===== src/rtl/alu_pkg.sv =====
// Shared opcode encoding and range constants for the registered ALU.
package alu_pkg;

    typedef enum logic [1:0] {
        ADD            = 2'b00,
        SUB            = 2'b01,
        NOT_A          = 2'b10,
        REDUCTION_OR_B = 2'b11
    } opcode_e;

    // Operand range for the default 4-bit width.
    localparam int MAXPOS = 7;
    localparam int MAXNEG = -8;

endpackage


===== src/rtl/alu_if.sv =====
// Operand/opcode/result bundle between the ALU and whoever drives it.
interface alu_if #(
    parameter int WIDTH = 4
);
    logic        [1:0]       Opcode;
    logic signed [WIDTH-1:0] A;
    logic signed [WIDTH-1:0] B;
    logic signed [WIDTH:0]   C;

    modport master (output Opcode, output A, output B, input  C);
    modport slave  (input  Opcode, input  A, input  B, output C);
endinterface


===== src/rtl/alu_addsub.sv =====
// Combinational sign-extended adder/subtractor; the WIDTH+1 result never overflows.
module alu_addsub #(
    parameter int WIDTH = 4
) (
    input  logic signed [WIDTH-1:0] a,
    input  logic signed [WIDTH-1:0] b,
    input  logic                    sub,
    output logic signed [WIDTH:0]   sum
);
    logic signed [WIDTH:0] a_ext;
    logic signed [WIDTH:0] b_ext;

    assign a_ext = {a[WIDTH-1], a};
    assign b_ext = {b[WIDTH-1], b};

    // Add or subtract the widened operands.
    always_comb begin
        sum = '0;
        if (sub) begin
            sum = a_ext - b_ext;
        end else begin
            sum = a_ext + b_ext;
        end
    end
endmodule


===== src/rtl/alu.sv =====
// Registered two's-complement ALU: add, subtract, invert A, reduction-OR of B.
// Result is WIDTH+1 bits and appears one clock after the operands are sampled.
module alu
    import alu_pkg::*;
#(
    parameter int WIDTH = 4
) (
    input  logic        clk,
    input  logic        reset,
    alu_if.slave        bus
);
    logic signed [WIDTH:0] addsub_res;
    logic signed [WIDTH:0] c_nxt;
    logic signed [WIDTH:0] c_p0;
    logic                  is_sub;
    opcode_e               op;

    // Sign-extend an operand to the result width.
    function automatic logic signed [WIDTH:0] sext(input logic signed [WIDTH-1:0] v);
        return {v[WIDTH-1], v};
    endfunction

    assign op     = opcode_e'(bus.Opcode);
    assign is_sub = (op == SUB);

    alu_addsub #(.WIDTH(WIDTH)) u_addsub (
        .a   (bus.A),
        .b   (bus.B),
        .sub (is_sub),
        .sum (addsub_res)
    );

    // Select the operation result feeding the output register.
    always_comb begin
        c_nxt = '0;
        case (op)
            ADD, SUB:       c_nxt = addsub_res;
            NOT_A:          c_nxt = ~sext(bus.A);
            REDUCTION_OR_B: c_nxt = {{WIDTH{1'b0}}, |bus.B};
            default:        c_nxt = '0;
        endcase
    end

    // ---- stage p0: output register, reset wins over any operation ----
    always_ff @(posedge clk) begin
        if (reset) begin
            c_p0 <= '0;
        end else begin
            c_p0 <= c_nxt;
        end
    end

    assign bus.C = c_p0;
endmodule


===== src/flat_wrapper.sv =====
// flat-port wrapper written by rule: the top's interface ports become plain ports
module alu_flat import alu_pkg::*;
#(
    parameter int WIDTH = 4
)
  (clk, reset, bus_Opcode, bus_A, bus_B, bus_C);
  alu_if #(.WIDTH(WIDTH)) bus_i ();
  input  logic clk;
  input  logic reset;
  input wire logic [$bits(bus_i.Opcode)-1:0] bus_Opcode;
  input wire logic [$bits(bus_i.A)-1:0] bus_A;
  input wire logic [$bits(bus_i.B)-1:0] bus_B;
  output wire logic [$bits(bus_i.C)-1:0] bus_C;
  assign bus_i.Opcode = bus_Opcode;
  assign bus_i.A = bus_A;
  assign bus_i.B = bus_B;
  assign bus_C = bus_i.C;
  alu #(.WIDTH(WIDTH)) u_core (.clk(clk), .reset(reset), .bus(bus_i));
endmodule

===== config.mk =====
export PLATFORM = sky130hd
export DESIGN_NAME = alu_flat
export DESIGN_NICKNAME = d
export VERILOG_FILES = /design/src/rtl/alu_pkg.sv /design/src/rtl/alu_if.sv /design/src/rtl/alu_addsub.sv /design/src/rtl/alu.sv /design/src/flat_wrapper.sv
export SDC_FILE = /design/constraint.sdc
export NUM_CORES = 1
export LEC_CHECK = 0
export CAP_MARGIN = 20
export CELL_PAD_IN_SITES_DETAIL_PLACEMENT = 1
export CELL_PAD_IN_SITES_GLOBAL_PLACEMENT = 1
export CORE_MARGIN = 3
export CORE_UTILIZATION = 29
export CTS_CLUSTER_DIAMETER = 50
export DETAILED_ROUTE_END_ITERATION = 10
export GPL_ROUTABILITY_DRIVEN = 0
export PLACE_DENSITY = 0.85
export SETUP_SLACK_MARGIN = 0.4
export SLEW_MARGIN = 20
export SYNTH_ARGS = -nofsm -noshare
export SYNTH_HDL_FRONTEND = slang
export SYNTH_SLANG_ARGS = --single-unit

===== constraint.sdc =====
create_clock -name clk -period 2.65 [get_ports clk]
set_clock_uncertainty 0.1 [all_clocks]
set_input_delay 0.265 -clock clk [delete_from_list [all_inputs] [get_ports clk]]
set_output_delay 0.265 -clock clk [all_outputs]
set_load 0.01 [all_outputs]

; Word level (Yosys, flattened, before mapping)
; Cells that the tools add are included.
; W data, S select, Z words.
[classes]
add_sub_neg = 2
n_bitwise = 1
eq_ne = 3
muxes = 2
reduce_logical = 3
[op_table]
columns = op, n
row1 = $pmux W5 S3, 1
row2 = $add A4 B4 Y5, 1
row3 = $mux W5, 1
row4 = $not A4 Y5, 1
row5 = $sub A4 B4 Y5, 1
row6 = $eq A2 B2 Y1 const B, 2
row7 = $reduce_or A4 Y1, 1
row8 = $eq A2 B1 Y1 const B, 1
row9 = $logic_not A2 Y1, 1
row10 = $reduce_or A2 Y1, 1
[totals]
elab_cells = 12
inputBits = 12
register_bits = 5
output_inout_bits = 5

; Depth between registers and ports, before layout
[logic_depth]
word_depth = 3
mapped_depth = 9
ltp_nobuf = 9

; Cells and area by module
; A second synthesis with hierarchy kept.
[unflattened]
hier_cells = 52
area_unflattened_um2 = 446.7
[modules_own_cells]
columns = module, seq_area_each_um2, cells_per_inst, area_each_um2, instances
row1 = alu_addsub, 0.0, 29, 226.5, 1
row2 = alu, 100.1, 23, 220.2, 1

; Worst setup path after synthesis
; Ideal clock, no wire load.
[synth_path]
path_kind = input to register
from = input bus_B[0]
to = register u_core.c_p0[4], in the netlist u_core.bus.C[4]
path_buffers = 0
arrival_time_ps = 1902
required_ps = 2415
slack_ps = 513
stages = 8
path_cell_list = inv_1 > ha_1 > mux2i_1 > fa_1 > and3_1 > or3_1 > a221oi_1 > a311oi_1
[synth_via]
elab_chain_len = 3
word_cells_on_any_way = 4
[synth_rtl]
columns = item, line_no
row1 = "start, declared", flat_wrapper.sv:12  ; input wire logic [$bits(bus_i.B)-1:0] bus_B;
row2 = $add A4 B4 Y5 / $sub A4 B4 Y5 (equally long branches), "alu_addsub.sv:22, alu_addsub.sv:20"
row3 = $mux W5 (*), alu_addsub.sv:19  ; if (sub) begin
row4 = $pmux W5 S3 (*), alu.sv:36  ; case (op)
row5 = "end signal, assigned", alu.sv:49  ; c_p0 <= c_nxt;
row6 = "end, declared", alu.sv:14  ; logic signed [WIDTH:0] c_p0;
; Every way passes the cells marked *; elsewhere a longest branch is shown, timed or not.
; A chain may end at the register's enable or synchronous reset.

; Worst setup path in the final report
[layout_path]
from = input bus_B[2]
to = register u_core.c_p0[4], in the netlist u_core.bus.C[4]
; The elaborated chain is that of the path after synthesis.

==> impl_metrics.yaml <==
yosys:
  synth_top_area_share_pct: 22.41
  synth_fp_nets: 70
  synth_area_per_cell_um2: 8.590
  ys_seq_area_share_pct: 22.41
  synth_top_area_cell: "dfxtp_1"
  synthesis.area_um2: 446.7
  synth.area.top_cells: "dfxtp_1 (22%), ha_1 (14%), o21ai_0 (5.6%), fa_1 (4.5%), mux2i_1 (4.5%)"
  synth_cell_types: 26
  async_flop_share_pct: 0
  yosys_warnings: 0
  synthTopCellsByCount: "dfxtp_1 (5), ha_1 (5), nor2_1 (5), o21ai_0 (5), inv_1 (4)"
  ys_ff_latch: 5
  synth-main-ff-cell: "dfxtp_1"
  netlist_instances: 52
  synth-edff-count: 0
pwr:
  p_int_uw: 227.1
  power_density_nw_per_um2: 419.5
  p_comb_share_pct: 47.1
  p_sw_uw: 97.82
  ir_drop_uv: 143.9
  p_sw_share_pct: 30.11
  clockPowerShare_pct: 26.8
  pwr-share-seq_pct: 26.2
  total_power_uw: 324.9
  leakagePower_nw: 0.3457
detailed_routing:
  drt-pass1-iter-count: 4
  first_iter_violations: 9
  vias: 527
  detail_route.vias_per_cell: 5.378
  drc: 0
  avgRoutedWirePerCell_um: 15.26
  totalWireLength_um: 1495
  ant_nets: 0
floorplan:
  row_count: 13
  start_util_pct: 32.69
  die_y_um: 45.25
  fp.dieW_um: 45.25
  die_area_um2: 2047
  ios: 17
  core_region_area_um2: 1366
clock_network:
  cts_max_level: 1
  tritoncts: "yes"
  clock_sinks: 5
  ctsLongestPathBuffers: 2
  cts_buffers: 3
  ctsRootBufferMaster: "clkbuf_4"
  clkTransAtPathRegs_ns: 0.04
sta:
  drv_slew: 0
  grt_setup_unrepaired: "false"
  max_slew_margin_pct: 74.76
  setup_slack_ns: 0.4904
  fmaxAchievable_ghz: 0.4631
  finalHoldViolCount: 0
  setup_violations: 0
  fin_crit_ns: 2.160
  fin_crit_sh_pct: 81.49
  worstMarginPinSlew_ns: 0.3746
  holdWs_ns: 0.5217
  tns_ns: 0
worst_setup_path:
  crit_type: "primary input to register"
  cp.arrival_ns: 2.16
  cp-start-kind: "primary input"
  endpoint_kind: "register"
  cp.required_ns: 2.65
  crit_fanout: 3
place:
  pre_cts_ws_ns: -0.1335
  place_hpwl_um: 1053
  io_buffers: 16
global_routing:
  track_usage_pct: 16.67
  antenna_found_initial: 0
  overflow: 0
  grt_pass1_wl_um: 2352
  first_global_vias: 549
  grt_max_degree: 12
cells_and_area:
  antenna_cells: 0
  areaGrowthSynthToFinish_pct: 73.39
  final_nets: 102
  largest_reg_flops: 5
  drive_above_1_share_pct: 28.92
min_path:
  holdCritPathClass: "primary input to register"
job:
  maxCapViolations: 0
outcome:
  outcome: "completed"
[power by group through the flow]
stage               sequential, mW  clock [mW]  combinational [mW]
finish                      0.0850      0.0869               0.153
global placement            0.0862           0               0.125
global route                0.0853       0.101               0.168
floorplan                   0.0906           0              0.0570
detailed placement          0.0865           0               0.130
CTS                         0.0852      0.0912               0.139
[metrics by stage]
| stage | std cells | area [µm²] | util [%] |
|---|---|---|---|
| floorplan | 52 | 446.7 | - |
| global placement | 91 | 689.4 | 50.46 |
| detailed placement | 91 | 689.4 | 50.46 |
| CTS | 97 | 747.0 | 54.67 |
| global route | 98 | 774.5 | 56.68 |
| finish | 98 | 774.5 | 56.68 |
[path summary, 6_finish.rpt]
check	startpoint	end	slack, ns	cells after the start
max	bus_B[2]	u_core.bus.C[4]	0.49	9
min	bus_Opcode[1]	u_core.bus.C[3]	0.52	3
[kinds of logic after synthesis]
logic type,share of synthesized area (%)
xor+xnor,5.883
mux,4.482
simple gates,26.89
fa+ha+maj,18.49
compound gates,17.65
flops,22.41
buf+inv,4.200
[metal layers]
metal  vias to the layer above  GRT usage (%)  wire, µm
li1                        250              -         -
met1                       244          15.99       531
met2                        24          28.53       800
met3                         9          3.586        99
met4                         0          16.37        64
met5                         -              0         0
[cell usage in the layout, fill, tap and decap left out]
cell type	count
a21o_1	1
a221oi_2	1
a311oi_1	1
and3_4	1
and3b_1	2
buf_4	10
buf_6	2
clkbuf_1	1
clkbuf_2	1
clkbuf_4	3
clkdlybuf4s15_1	2
clkdlybuf4s50_1	11
dfxtp_1	5
dlygate4sd2_1	2
fa_2	1
ha_1	5
inv_1	4
mux2i_1	1
mux2i_2	1
nand2_1	1
nand2b_1	1
nand4b_1	1
nor2_1	4
nor2_2	1
nor2b_1	2
nor2b_4	1
nor3_1	1
nor3_4	1
o21a_1	2
o21ai_0	5
o21ai_1	1
o41ai_1	1
or3_1	1
or3_4	1
or4b_1	1
xnor2_1	2
xor2_1	1
[final cells by class]
class                           instances  area [µm²]
Clock buffer                            4       26.28
Timing Repair Buffer                   28       250.2
Tap cell                               15       18.77
Inverter                                4       15.01
Multi-Input combinational cell         42       364.1
Fill cell                             168       591.8
Sequential cell                         5       100.1
[timing repair]
| action | 4_1_cts | 5_1_grt |
|---|---|---|
| setup endpoints to repair | 2 | 1 |
| setup buffers | 2 | 1 |
| pin swaps | 4 | 7 |
| hold buffers | 0 | 0 |
| gates resized for setup | 10 | 9 |
[worst max-delay path, stage by stage]
cell and delay [ns]:
clkdlybuf4s15_1 0.25, nor3_4 0.24, nor2_2 0.07, xnor2_1 0.12, ha_1 0.31, a21o_1 0.20, or3_4 0.38, a221oi_2 0.25
a311oi_1 0.07
Note: power is estimated with default switching activity, not from simulation.
